`src/rtl/coax_pkg.sv`:
```
// Shared coax definitions: word width, default buffer sizing and tx sequencer state encoding.
package coax_pkg;

    localparam int unsigned COAX_WORD_WIDTH    = 10;
    localparam int unsigned COAX_TX_DEPTH      = 16;
    localparam int unsigned COAX_START_TIMEOUT = 64;

    typedef logic [COAX_WORD_WIDTH-1:0] coax_word_t;

    typedef enum logic [1:0] {
        ST_IDLE = 2'd0,
        ST_LOAD = 2'd1,
        ST_SEND = 2'd2
    } tx_state_e;

endpackage

```
`src/rtl/coax_fifo.sv`:
```
// Single-clock circular FIFO with head-of-queue peek; reusable by the receive path.
module coax_fifo
    import coax_pkg::*;
#(
    parameter int unsigned DEPTH = COAX_TX_DEPTH,
    parameter int unsigned WIDTH = COAX_WORD_WIDTH
) (
    input  logic             clk,
    input  logic             reset,
    input  logic             clear_i,
    input  logic             write_i,
    input  logic [WIDTH-1:0] data_i,
    input  logic             pop_i,
    output logic             full_o,
    output logic             empty_o,
    output logic [WIDTH-1:0] head_o
);

    localparam int unsigned PTR_W = $clog2(DEPTH);
    localparam int unsigned CNT_W = PTR_W + 1;

    logic [WIDTH-1:0] mem_q [DEPTH];
    logic [PTR_W-1:0] wr_ptr_q, wr_ptr_d;
    logic [PTR_W-1:0] rd_ptr_q, rd_ptr_d;
    logic [CNT_W-1:0] count_q, count_d;
    logic             push;
    logic             pop;

    assign full_o  = (count_q == CNT_W'(DEPTH));
    assign empty_o = (count_q == '0);
    assign head_o  = mem_q[rd_ptr_q];

    // A write while full is dropped even when a pop lands in the same cycle.
    always_comb begin
        push     = write_i && !full_o && !clear_i;
        pop      = pop_i && !empty_o && !clear_i;
        wr_ptr_d = wr_ptr_q;
        rd_ptr_d = rd_ptr_q;
        count_d  = count_q;
        if (clear_i) begin
            wr_ptr_d = '0;
            rd_ptr_d = '0;
            count_d  = '0;
        end else begin
            if (push) wr_ptr_d = wr_ptr_q + PTR_W'(1);
            if (pop)  rd_ptr_d = rd_ptr_q + PTR_W'(1);
            case ({push, pop})
                2'b10:   count_d = count_q + CNT_W'(1);
                2'b01:   count_d = count_q - CNT_W'(1);
                default: count_d = count_q;
            endcase
        end
    end

    always_ff @(posedge clk or posedge reset) begin
        if (reset) begin
            wr_ptr_q <= '0;
            rd_ptr_q <= '0;
            count_q  <= '0;
        end else begin
            wr_ptr_q <= wr_ptr_d;
            rd_ptr_q <= rd_ptr_d;
            count_q  <= count_d;
        end
    end

    always_ff @(posedge clk) begin
        if (push) mem_q[wr_ptr_q] <= data_i;
    end

endmodule

```
`src/rtl/coax_tx_buffer.sv`:
```
// Transmit word buffer and load sequencer feeding the coax bit transmitter.
// Optional flush input enabled by defining COAX_TX_BUFFER_FLUSH_EN.
module coax_tx_buffer
    import coax_pkg::*;
#(
    parameter int unsigned DEPTH         = COAX_TX_DEPTH,
    parameter int unsigned START_TIMEOUT = COAX_START_TIMEOUT
) (
    input  logic                       clk,
    input  logic                       reset,
    input  logic [COAX_WORD_WIDTH-1:0] data,
    input  logic                       write,
`ifdef COAX_TX_BUFFER_FLUSH_EN
    input  logic                       flush,
`endif
    output logic                       full,
    output logic                       empty,
    output logic                       busy,
    output logic                       overflow,
    output logic                       timeout,
    output logic                       tx_load,
    output logic [COAX_WORD_WIDTH-1:0] tx_data,
    input  logic                       tx_active
);

    localparam int unsigned TMO_W = $clog2(START_TIMEOUT + 1);

    tx_state_e        state_q, state_d;
    coax_word_t       tx_data_q, tx_data_d;
    logic [TMO_W-1:0] wait_cnt_q, wait_cnt_d;
    logic             overflow_q, overflow_d;
    logic             timeout_q, timeout_d;
    logic             pop;
    logic             flush_w;
    coax_word_t       head;

`ifdef COAX_TX_BUFFER_FLUSH_EN
    assign flush_w = flush;
`else
    assign flush_w = 1'b0;
`endif

    coax_fifo #(
        .DEPTH (DEPTH),
        .WIDTH (COAX_WORD_WIDTH)
    ) u_fifo (
        .clk     (clk),
        .reset   (reset),
        .clear_i (flush_w),
        .write_i (write),
        .data_i  (data),
        .pop_i   (pop),
        .full_o  (full),
        .empty_o (empty),
        .head_o  (head)
    );

    // The head word is only popped once the transmitter has taken it (or given up on).
    always_comb begin
        state_d    = state_q;
        tx_data_d  = tx_data_q;
        wait_cnt_d = wait_cnt_q;
        timeout_d  = timeout_q;
        overflow_d = overflow_q | (write & full & ~flush_w);
        pop        = 1'b0;
        case (state_q)
            ST_IDLE: begin
                if (!empty && !flush_w) begin
                    tx_data_d  = head;
                    wait_cnt_d = '0;
                    state_d    = ST_LOAD;
                end
            end
            ST_LOAD: begin
                wait_cnt_d = wait_cnt_q + TMO_W'(1);
                if (flush_w) begin
                    state_d = ST_IDLE;
                end else if (tx_active) begin
                    pop     = 1'b1;
                    state_d = ST_SEND;
                end else if (wait_cnt_q == TMO_W'(START_TIMEOUT - 1)) begin
                    pop       = 1'b1;
                    timeout_d = 1'b1;
                    state_d   = ST_IDLE;
                end
            end
            ST_SEND: begin
                if (!tx_active) state_d = ST_IDLE;
            end
            default: state_d = ST_IDLE;
        endcase
    end

    always_ff @(posedge clk or posedge reset) begin
        if (reset) begin
            state_q    <= ST_IDLE;
            tx_data_q  <= '0;
            wait_cnt_q <= '0;
            overflow_q <= 1'b0;
            timeout_q  <= 1'b0;
        end else begin
            state_q    <= state_d;
            tx_data_q  <= tx_data_d;
            wait_cnt_q <= wait_cnt_d;
            overflow_q <= overflow_d;
            timeout_q  <= timeout_d;
        end
    end

    assign tx_load  = (state_q == ST_LOAD);
    assign tx_data  = tx_data_q;
    assign busy     = (state_q != ST_IDLE) || !empty;
    assign overflow = overflow_q;
    assign timeout  = timeout_q;

endmodule

```
`config.mk`:
```
export PLATFORM = sky130hd
export DESIGN_NAME = coax_tx_buffer
export DESIGN_NICKNAME = d
export VERILOG_FILES = /design/src/rtl/coax_pkg.sv /design/src/rtl/coax_fifo.sv /design/src/rtl/coax_tx_buffer.sv
export SDC_FILE = /design/constraint.sdc
export NUM_CORES = 1
export LEC_CHECK = 0
export ABC_AREA = 1
export CELL_PAD_IN_SITES_DETAIL_PLACEMENT = 1
export CELL_PAD_IN_SITES_GLOBAL_PLACEMENT = 2
export CORE_ASPECT_RATIO = 0.7
export CORE_MARGIN = 2
export CORE_UTILIZATION = 41
export CTS_BUF_LIST = sky130_fd_sc_hd__clkbuf_16
export DETAILED_ROUTE_END_ITERATION = 8
export PLACE_DENSITY = 0.83
export SKIP_CTS_REPAIR_TIMING = 1
export SYNTH_ARGS = -nofsm -noshare
export SYNTH_HDL_FRONTEND = slang
export SYNTH_SLANG_ARGS = --single-unit
```
`constraint.sdc`:
```
create_clock -name clk -period 5.64 [get_ports clk]
set_input_delay 1.692 -clock clk [delete_from_list [all_inputs] [get_ports clk]]
set_output_delay 1.692 -clock clk [all_outputs]
set_load 0.01 [all_outputs]
```
==> flow_summary.json <==
{
  "max-vdd-ir-drop_mv": 0.227,
  "crit_type": "reg -> out",
  "port_buffers": 29,
  "routed_via_density": 5.05,
  "final_nets": 908,
  "gp_congestion": 0.814,
  "core_region_area_sq_um": 20800,
  "p_leak_nw": 4.25,
  "syn_nets": 886,
  "area_delta_synth_final_pct": 13.0,
  "detail-route-antenna-nets": 0,
  "cts.clk_slew.worst_paths_ns": 0.07,
  "placed_area_sq_um": 9210,
  "synth.avg_cell_area_sq_um": 10.0,
  "htreeDepth": 4,
  "yosys.area.top_type": "edfxtp_1",
  "cpLargestDelayFamily": "buffers and inverters",
  "synth-seq-cells": 194,
  "postLayoutCoreUtil_pct": 47.1,
  "top_layer": "met4",
  "finalSetupViolations": 0,
  "worst_pin_slew_ns": 0.988,
  "crit_chain": "nor2_1, nand4_1, inv_1, clkdlybuf4s50_1",
  "synthTopCellsByCount": "nand2_1, edfxtp_1, inv_1",
  "grt-ovfl-total": 0,
  "clock.fmax_mhz": 276,
  "fin_skew_ns": 0.00747,
  "ys_top_cells_by_area": "edfxtp_1, nand2_1, dfrtp_1",
  "cts_buffers": 17,
  "route.met3.wl_um": 929,
  "drt-total-wl_um": 23600,
  "ff2ff_path_depth": 15,
  "rrSetupSlack_ns": 2.96,
  "synth.top_cell.area_share_pct": 55.5,
  "synth_seq_area_share_pct": 65.3,
  "drc_errors": 0,
  "synthArstFlopShare_pct": 17.5,
  "hold_violations": 0,
  "status": "finished, final reports clean",
  "synth_cells": 862,
  "worstPathRequired_ns": 3.95,
  "cts_sinks": 194,
  "fin_worst_hold_slack_ns": 0.468,
  "clk_latency_ns": 0.43,
  "synth_top_flop_cell": "edfxtp_1",
  "hp-class": "reg -> reg",
  "fin_crit_ns": 3.63,
  "synth_edf_count": 160,
  "grt_pass1_wl_um": 36900,
  "cts_tree": "done",
  "vias": 5929,
  "reg2reg_to": "u_fifo.count_q[4]",
  "yosys_warnings": 0,
  "maxCapViolations": 0,
  "slew_headroom_pct": 34.0,
  "track_usage_pct": 22.7,
  "grt_antenna_before_repair": 1,
  "end_kind": "output pin",
  "synth.most_common_cell": "nand2_1",
  "die_h_um": 126,
  "drtIter0Drc": 459,
  "slew_violations": 0,
  "n_antenna_cell": 0,
  "pre_cts_ws_ns": 1.65,
  "r2r-start": "wait_cnt_q[0]",
  "final_area_sq_um": 9790,
  "die_w_um": 178,
  "max_stage_delay_ns": 0.54,
  "drive_above_1_share_pct": 6.35,
  "ys_types": 31,
  "met2_length_um": 10500,
  "slowest_stage": "clkdlybuf4s50_1",
  "fin_tns_setup_ns": 0,
  "wl_per_cell_um": 20.1,
  "syn-cell-area_sq_um": 8660,
  "first_global_vias": 5995,
  "cp_max_fo": 3,
  "grt_max_degree": 81,
  "period_share_pct": 64.3,
  "worstPathArrival_ns": 1.94,
  "nFillCells": 2319,
  "cts_root_buf": "clkbuf_16",
  "hpwl_um": 15100,
  "whs_path_depth": 1,
  "dr.pass1.iters": 5,
  "start_kind": "flip-flop",
  "min-delay-start": "overflow",
  "grt_setup_unrepaired": "false",
  "die_area_sq_um": 22300,
  "ioPinCount": 30,
  "crit_buf_inv": 2,
  "row_count": 44,
  "wl_met1_um": 11800,
  "hold_end": "overflow",
  "p_per_area_nw_per_um2": 501,
  "layout_setup_ws_ns": 2.01,
  "clock_path_buffers": 2,
  "initial_core_util_pct": 41.7
}
==> power by group <==
group	leakage [nW]	total, mW	switching, mW	internal (mW)
Sequential	1.87	1.95	0.180	1.77
Clock	0.283	1.21	0.524	0.686
Combinational	2.10	1.74	1.22	0.520
==> routing by layer <==
| layer | vias up | global-route usage (%) |
|---|---|---|
| met5 | - | 0 |
| met4 | 0 | 5.69 |
| met3 | 23 | 4.17 |
| met2 | 125 | 33.4 |
| met1 | 2965 | 34.7 |
| li1 | 2816 | - |
==> registers in the layout, summed over array words and instances, names as in the netlist <==
name,count
u_fifo.mem_q,160
tx_data,10
wait_cnt_q,7
u_fifo.count_q,5
u_fifo.rd_ptr_q,4
u_fifo.wr_ptr_q,4
state_q,2
overflow,1
timeout,1
==> cells by family (layout without fill, tap and decap cells) <==
kind of cell / after synthesis / in the layout / synth area share [%]
XOR/XNOR: 11 / 11 / 1.20
flip-flops: 194 / 194 / 65.3
AND/OR/NAND/NOR: 436 / 436 / 21.6
adder cells (fa/ha/maj): 10 / 10 / 1.44
AO/OA/AOI/OAI: 24 / 24 / 1.57
buffers and inverters: 187 / 222 / 8.87
==> area by class of cell <==
cell class | count | area, sq um | share of cell area, %
clock buffer | 17 | 425 | 4.35
clock inverter | 15 | 150 | 1.53
inverter | 153 | 574 | 5.87
multi-input combinational | 481 | 2280 | 23.3
sequential | 194 | 5660 | 57.8
tap | 276 | 345 | 3.53
timing repair buffer | 37 | 350 | 3.58
==> through the flow <==
| stage | power (mW) | cells |
|---|---|---|
| floorplan | 3.07 | 862 |
| global placement | 3.68 | 1141 |
| detailed placement | 3.72 | 1141 |
| CTS | 4.94 | 1173 |
| global route | 5.21 | 1173 |
| finish | 4.90 | 1173 |
==> cells in the final DEF, fill, tap and decap left out, types with 2 or more instances in the layout <==
cell type	n
edfxtp_1	160
bufinv_16	3
ha_1	10
dfrtp_1	33
clkbuf_16	17
inv_1	152
clkinvlp_4	2
clkdlybuf4s50_1	29
nand2_2	4
clkinv_2	2
buf_4	8
clkinv_1	5
nor2_2	2
o21ai_0	13
xor2_1	8
nor3_1	3
nand3_1	131
nor3_2	9
nand2_1	273
xnor2_1	2
a21oi_1	4
inv_2	3
o22ai_1	2
nand4_1	3
nor2_1	8
==> worst max-delay path by stage <==
stage	endpoint	depth (start not counted)	start	slack, ns
floorplan	u_fifo.count_q[4]	12	write	2.50
global placement	u_fifo.count_q[4]	12	write	1.70
detailed placement	u_fifo.mem_q[11][9]	5	write	1.65
CTS	empty	4	u_fifo.count_q[3]	1.99
global route	busy	5	u_fifo.count_q[2]	1.87
finish	empty	4	u_fifo.count_q[3]	2.01
No activity file was read; power rests on OpenSTA's default activity.
